[src/rtl/controle_trava.sv]
// Lock controller fed by the serial-password checker: opens the door for a fixed
// time on a correct code and enters a timed lockout after repeated wrong codes.
module controle_trava #(
    parameter int ABRE_CICLOS = 8,
    parameter int MAX_ERROS   = 3,
    parameter int BLOQ_CICLOS = 16,
    parameter int CNT_W       = 8
) (
    input  logic                             clk,
    input  logic                             rst,
    input  logic                             aberta,
    input  logic                             erro,
    input  logic                             fechar,
    output logic                             porta,
    output logic                             bloqueado,
    output logic                             alarme,
    output logic                             habilita_entrada,
    output logic [$clog2(MAX_ERROS+1)-1:0]   erros
);

    localparam int ERR_W = $clog2(MAX_ERROS + 1);

    localparam logic [CNT_W-1:0] ABRE_INI  = CNT_W'(ABRE_CICLOS - 1);
    localparam logic [CNT_W-1:0] BLOQ_INI  = CNT_W'(BLOQ_CICLOS - 1);
    localparam logic [CNT_W-1:0] TIMER_ZERO = {CNT_W{1'b0}};
    localparam logic [CNT_W-1:0] TIMER_UM   = {{(CNT_W-1){1'b0}}, 1'b1};
    localparam logic [ERR_W-1:0] ERROS_ZERO = {ERR_W{1'b0}};
    localparam logic [ERR_W:0]   ERROS_UM   = {{ERR_W{1'b0}}, 1'b1};
    localparam logic [ERR_W:0]   MAX_ERR    = (ERR_W + 1)'(MAX_ERROS);

    typedef enum logic [1:0] {
        FECHADA  = 2'b00,
        ABERTA   = 2'b01,
        BLOQUEIO = 2'b10
    } estado_t;

    // Even parity over the state register; a flipped state bit is caught
    // even when it lands on another legal encoding.
    function automatic logic paridade_estado(input logic [1:0] e);
        return ^e;
    endfunction

    estado_t          estado_r;
    estado_t          estado_s;
    logic             par_r;
    logic [CNT_W-1:0] timer_r;
    logic [CNT_W-1:0] timer_s;
    logic [ERR_W-1:0] erros_r;
    logic [ERR_W-1:0] erros_s;
    logic [ERR_W:0]   erros_inc_s;
    logic             alarme_s;
    logic             porta_r;
    logic             bloqueado_r;
    logic             alarme_r;
    logic             habilita_r;

    assign erros_inc_s = {1'b0, erros_r} + ERROS_UM;

    // Next-state, timer and error-count logic.
    always_comb begin
        estado_s = estado_r;
        timer_s  = timer_r;
        erros_s  = erros_r;
        alarme_s = 1'b0;
        if (paridade_estado(estado_r) != par_r) begin
            estado_s = FECHADA;
            timer_s  = TIMER_ZERO;
            erros_s  = ERROS_ZERO;
        end else begin
            case (estado_r)
                FECHADA: begin
                    // erro wins over aberta when both arrive together
                    if (erro) begin
                        if (erros_inc_s >= MAX_ERR) begin
                            estado_s = BLOQUEIO;
                            timer_s  = BLOQ_INI;
                            erros_s  = ERROS_ZERO;
                            alarme_s = 1'b1;
                        end else begin
                            erros_s = erros_inc_s[ERR_W-1:0];
                        end
                    end else if (aberta) begin
                        estado_s = ABERTA;
                        timer_s  = ABRE_INI;
                        erros_s  = ERROS_ZERO;
                    end else begin
                        estado_s = FECHADA;
                    end
                end
                ABERTA: begin
                    if (fechar) begin
                        estado_s = FECHADA;
                        timer_s  = TIMER_ZERO;
                    end else if (timer_r == TIMER_ZERO) begin
                        estado_s = FECHADA;
                    end else begin
                        timer_s = timer_r - TIMER_UM;
                    end
                end
                BLOQUEIO: begin
                    if (timer_r == TIMER_ZERO) begin
                        estado_s = FECHADA;
                        erros_s  = ERROS_ZERO;
                    end else begin
                        timer_s = timer_r - TIMER_UM;
                    end
                end
                default: begin
                    estado_s = FECHADA;
                    timer_s  = TIMER_ZERO;
                    erros_s  = ERROS_ZERO;
                end
            endcase
        end
    end

    // State, counters and outputs, all derived from the next state.
    always_ff @(posedge clk or negedge rst) begin
        if (!rst) begin
            estado_r    <= FECHADA;
            par_r       <= 1'b0;
            timer_r     <= TIMER_ZERO;
            erros_r     <= ERROS_ZERO;
            porta_r     <= 1'b0;
            bloqueado_r <= 1'b0;
            alarme_r    <= 1'b0;
            habilita_r  <= 1'b1;
        end else begin
            estado_r    <= estado_s;
            par_r       <= paridade_estado(estado_s);
            timer_r     <= timer_s;
            erros_r     <= erros_s;
            porta_r     <= (estado_s == ABERTA);
            bloqueado_r <= (estado_s == BLOQUEIO);
            alarme_r    <= alarme_s;
            habilita_r  <= (estado_s == FECHADA);
        end
    end

    assign porta            = porta_r;
    assign bloqueado        = bloqueado_r;
    assign alarme           = alarme_r;
    assign habilita_entrada = habilita_r;
    assign erros            = erros_r;

endmodule
[config.mk]
export PLATFORM = sky130hd
export DESIGN_NAME = controle_trava
export DESIGN_NICKNAME = d
export VERILOG_FILES = /design/src/rtl/controle_trava.sv
export SDC_FILE = /design/constraint.sdc
export NUM_CORES = 1
export LEC_CHECK = 0
export ABC_AREA = 1
export CORE_UTILIZATION = 35
export CTS_CLUSTER_DIAMETER = 40
export DETAILED_ROUTE_END_ITERATION = 10
export PLACE_DENSITY = 0.64
export SYNTH_ARGS = -nofsm -noshare
export SYNTH_HDL_FRONTEND = slang
export SYNTH_SLANG_ARGS = --single-unit
[constraint.sdc]
create_clock -name clk -period 5.35 [get_ports clk]
set_input_delay 1.07 -clock clk [delete_from_list [all_inputs] [get_ports clk]]
set_output_delay 1.07 -clock clk [all_outputs]
set_load 0.01 [all_outputs]
## Word-level counts from Yosys, hierarchy flattened

Cells that the tools add are included.

- Bits of input ports: 5
- Bits in registers: 17
- Output and inout bits: 6
- Word-level logic and storage cells: 51

- Mux-type cells: 24
- Equality and inequality tests: 9
- Reductions and logical operators: 7
- Magnitude comparators: 1
- Add/sub/neg operators: 2

Operators by type and width:

| operator | count |
|---|---|
| 8-bit two-way mux | 6 |
| 8-bit case mux with 3 select lines | 1 |
| 2-bit two-way mux | 10 |
| 2-bit case mux with 3 select lines | 2 |
| 8-bit zero test | 1 |
| 4-bit != test (second input constant) | 2 |
| 8-bit by 1-bit subtractor with 8-bit output (second input constant) | 1 |
| 1-bit two-way mux | 5 |
| 2-bit by 1-bit equality test with 1-bit output (second input constant) | 2 |
| 2-bit equality test (second input constant) | 2 |
| 2-bit zero test | 2 |
| 2-bit parity | 2 |
| 2-bit by 1-bit adder with 3-bit output (second input constant) | 1 |
| 3-bit by 2-bit greater-or-equal comparator with 1-bit output (second input constant) | 1 |
| 3-bit != test (second input constant) | 1 |
| 3-bit AND reduction | 1 |
| 2-bit != test (second input constant) | 1 |
| 2-bit AND reduction | 1 |
| 1-bit != test | 1 |

## Longest topological paths before layout

- Word-level depth: 7
- Mapped depth: 10
- Mapped depth without buffers: 10

## Worst setup path after synthesis

Ideal clock, no wire load.

- Path type: input -> register
- Start: in fechar
- End: reg par_r
- Arrival time: 1.858 ns
- Cell stages on the path: 5
- Setup slack: 3.366 ns
- Library setup time: 0.126 ns
- Required time: 5.224 ns
- Path buffers: 0
- Cell sequence: o21bai_2 -> nand3_1 -> a21oi_2 -> inv_1 -> ha_1

- Word-level cells in the longest chain between the ends: 4

RTL lines:

| element | line | text |
|---|---|---|
| start: declaration | 13 | `input logic fechar,` |
| 2-bit two-way mux | 91 | `if (fechar) begin` |
| 2-bit case mux with 3 select lines | 70 | `case (estado_r)` |
| 2-bit two-way mux | 65 | `if (paridade_estado(estado_r) != par_r) begin` |
| net estado_s[0] | 44 | `estado_t estado_s;` |
| 2-bit parity | 40 | `return ^e;` |
| end signal: assignment | 130 | `par_r <= paridade_estado(estado_s);` |
| end: declaration | 45 | `logic par_r;` |

The timed path passes the listed nets, and every way through them passes these cells.
A chain may end at the register's enable or synchronous reset.

## Worst setup path after layout

- Start: reg habilita_r (netlist: habilita_entrada)
- End: out habilita_entrada

RTL lines:

| element | line | text |
|---|---|---|
| start: declaration | 55 | `logic habilita_r;` |
| start signal: assignment | 136 | `habilita_r <= (estado_s == FECHADA);` |
| end: declaration | 17 | `output logic habilita_entrada,` |

No word-level cell between the ends.

==> impl_metrics.ini <==
[status]
outcome = finished, final reports clean

[logic_synthesis]
synth_cell_type_count = 25
synth-simple-area-share_pct = 34.7
yosys.area.top_type_share_pct = 35.7
synth_nets = 151
synth_area_per_cell_sq_um = 8.19
compound_gate_portion_of_the_synthesized_area_pct = 5.35
syn-cell-area_sq_um = 1120
muxShareOfSynthArea_pct = 0
yosys-top-cells-area = sky130_fd_sc_hd__dfrtp_1 (36%), sky130_fd_sc_hd__nand2_1 (13%), sky130_fd_sc_hd__ha_1 (10%)
netlist_instances = 137
synth_seq_area_share_pct = 38.0
synth_top_family_by_area = simple AND/OR/NAND/NOR gates
yosys_warnings = 0
synth-seq-cells = 17
post_synth_xor_area_fraction_pct = 4.68
fraction_of_the_mapped_netlist_area_in_adder_cells_pct = 10.0
synth_top_cell_by_area = sky130_fd_sc_hd__dfrtp_1

[setup_path]
criticalPathCategory = reg -> out
path_delay_family = flip-flops
r2r-end = par_r$_DFF_PN0_
crit_path_max_incr_delay_ns = 0.53
r2r_slack_ns = 3.46
r2r_path_start = estado_r[0]$_DFF_PN0_
cp_data_required_time_ns = 4.28
worstPathCellList = clkdlybuf4s50_1
critical_path_peak_fanout = 1
worst_path_max_delay_cell = sky130_fd_sc_hd__dfstp_2
cp_data_arrival_time_ns = 1.36
critPathLaunchType = register
cp.depth = 1
rr_worst_depth = 10
cp-end-kind = output pin
worst_path_buffer_plus_inverter_count = 1

[global_route]
grt_pass1_vias = 865
grt_pass1_wl_mm = 3.66
grt_antenna_before_repair = 0
grt_util_all_layers_pct = 14.4
grt.overflow.total = 0
grt_max_degree = 18

[pwr]
pwr-share-seq_pct = 30.3
power.switching_fraction_pct = 47.7
combinational_power_share_pct = 58.3
total_switching_power_uw = 302
power.clock.fraction_pct = 11.4
cellLeakagePower_nw = 0.667
p_int_uw = 331
power_density_normalized_to_cell_area_nw_per_um2 = 485
ir_drop_mv = 0.219

[sta]
period_minus_slack_ns = 2.43
fin_worst_skew_ns = 0.00965
setup_viol = 0
fin_tns_setup_ns = 0
finalMaxSlewViolations = 0
timing_hold_violations_final = 0
maxClockFrequency_ghz = 0.411
setup_repair_after_global_routing_missed_its_margin = false
timing.slew.headroom_pct = 49.1
worst-slew-pin-transition_ns = 0.762
final_min_period_over_clock_period_pct = 45.5
setup_ws_ns = 2.92

[detailed_routing]
route.antenna.remaining_nets = 0
drt-pass1-iter-count = 4
route.detailed.wl_per_inst_um = 10.6
drc = 0
detailedRoute.firstIterationViolations = 49
dr_total_vias = 853
routed_wirelength_mm = 2.08
viasPerCell = 4.37

[worst_hold_path]
hold_path_startpoint = timer_r[1]$_DFFE_PN0P_
worst_hold_path_type = reg -> reg
hold_end = timer_r[1]$_DFFE_PN0P_
min_delay_path_depth = 2

[floorplanning]
die_height_um = 58.6
die_w_um = 58.6
dieArea_sq_um = 3440
core-area_sq_um = 3050
ios = 11
fp-row-count = 20
initial_cell_density_of_the_core_pct = 36.8

[clock_network]
clock_sink_count = 17
ctsResizeCount = 0
cts_tree = yes
htree_levels = 1
numCtsBuffers = 3
holdBufCountCts = 0
cts_buffer_depth = 2
clkSlewWorstSetupHoldPaths_ns = 0.11
clk_root_buf = sky130_fd_sc_hd__clkbuf_4
cts_setup_buffers = 0
worstSkewPairLatency_ns = 0.30

[place]
place_inst = 191
globalplace.congestion = 0.813
detailedPlacementHpwl_mm = 1.65
dp_worst_setup_slack_ns = 2.81
port-buffer-count = 10

[finish]
final_layout_size_suffix_gt1_share_pct = 19.9
finish.net_count = 166
fin_cells = 195
antenna_cells_inserted = 0
syn2layout_area_growth_pct = 16.3

[run]
drv_cap = 0
## final cells by class
class	count	area [sq um]
Fill cell	316	1750
Multi-Input combinational cell	99	614
Sequential cell	17	427
Timing Repair Buffer	10	100
Inverter	21	81.3
Tap cell	44	55.1
Clock buffer	3	22.5
Clock inverter	1	5.00
## logic make-up (layout without fill, tap and decap cells)
logic type,count (synthesis),after routing
compound gates,10,10
xor+xnor,6,6
fa+ha+maj,9,9
buf+inv,21,35
flops,17,17
simple gates,74,74
## synth_stat cells, drive strengths merged
library cell / instances
a21oi: 2
dfrtp: 16
dfstp: 1
ha: 9
inv: 21
nand2: 48
nand3: 11
nand3b: 1
nand4: 1
nor2: 12
nor3: 1
o21ai: 7
o21bai: 1
xnor2: 2
xor2: 4
## routing by layer
layer  up-vias  track usage [%]  wire length [um]
li1        446                -                 -
met1       394             17.4              1030
met2        11             24.0               967
met3         2             4.62                65
met4         0             5.10                17
met5         -                0                 0
## power groups by stage
stage	sequential [mW]	combinational (mW)	clock (mW)
after floorplan	0.195	0.285	0
after global placement	0.194	0.360	0
after detailed placement	0.195	0.371	0
after CTS	0.192	0.374	0.0757
after global routing	0.197	0.419	0.0821
final	0.192	0.369	0.0724
## state kept, by name, indices dropped and copies added, names as in the netlist
| register | count |
|---|---|
| par_r | 1 |
| alarme | 1 |
| estado_r | 2 |
| erros | 2 |
| timer_r | 8 |
| bloqueado | 1 |
| porta | 1 |
| habilita_entrada | 1 |
## worst max-delay path by stage
stage                                           from  slack (ns)                to
final                     habilita_entrada$_DFF_PN1_        2.92  habilita_entrada
after global routing      habilita_entrada$_DFF_PN1_        2.86  habilita_entrada
after CTS                 habilita_entrada$_DFF_PN1_        2.90  habilita_entrada
after detailed placement                      fechar        2.81   par_r$_DFF_PN0_
after global placement                        fechar        2.86   par_r$_DFF_PN0_
after floorplan                               fechar        3.37   par_r$_DFF_PN0_
## cell usage in the layout (no fill, tap or decap), types with 2 or more instances in the layout
master / netlist / layout
sky130_fd_sc_hd__nor2_1: 8 / 8
sky130_fd_sc_hd__nand3_1: 8 / 8
sky130_fd_sc_hd__clkdlybuf4s50_1: 0 / 10
sky130_fd_sc_hd__o21ai_1: 3 / 3
sky130_fd_sc_hd__ha_1: 9 / 9
sky130_fd_sc_hd__inv_1: 16 / 16
sky130_fd_sc_hd__nand2_2: 8 / 8
sky130_fd_sc_hd__nand2_1: 38 / 38
sky130_fd_sc_hd__nor2_4: 2 / 2
sky130_fd_sc_hd__dfrtp_1: 16 / 16
sky130_fd_sc_hd__nor2_2: 2 / 2
sky130_fd_sc_hd__xor2_1: 4 / 4
sky130_fd_sc_hd__nand3_2: 2 / 2
sky130_fd_sc_hd__inv_2: 4 / 4
sky130_fd_sc_hd__xnor2_1: 2 / 2
sky130_fd_sc_hd__clkbuf_4: 0 / 3
sky130_fd_sc_hd__o21ai_0: 4 / 4
sky130_fd_sc_hd__nand2_4: 2 / 2
## through the flow
| stage | utilization [%] | total power, mW | instance area (sq um) | hold slack, ns |
|---|---|---|---|---|
| global placement | 41.8 | 0.554 | 1280 | 0.473 |
| floorplan | - | 0.480 | 1120 | 0.449 |
| detailed placement | 41.8 | 0.565 | 1280 | 0.489 |
| global route | 42.7 | 0.698 | 1310 | 0.547 |
| CTS | 42.7 | 0.642 | 1310 | 0.517 |
| finish | 42.7 | 0.633 | 1310 | 0.514 |
Note: power is estimated with default switching activity, not from simulation.
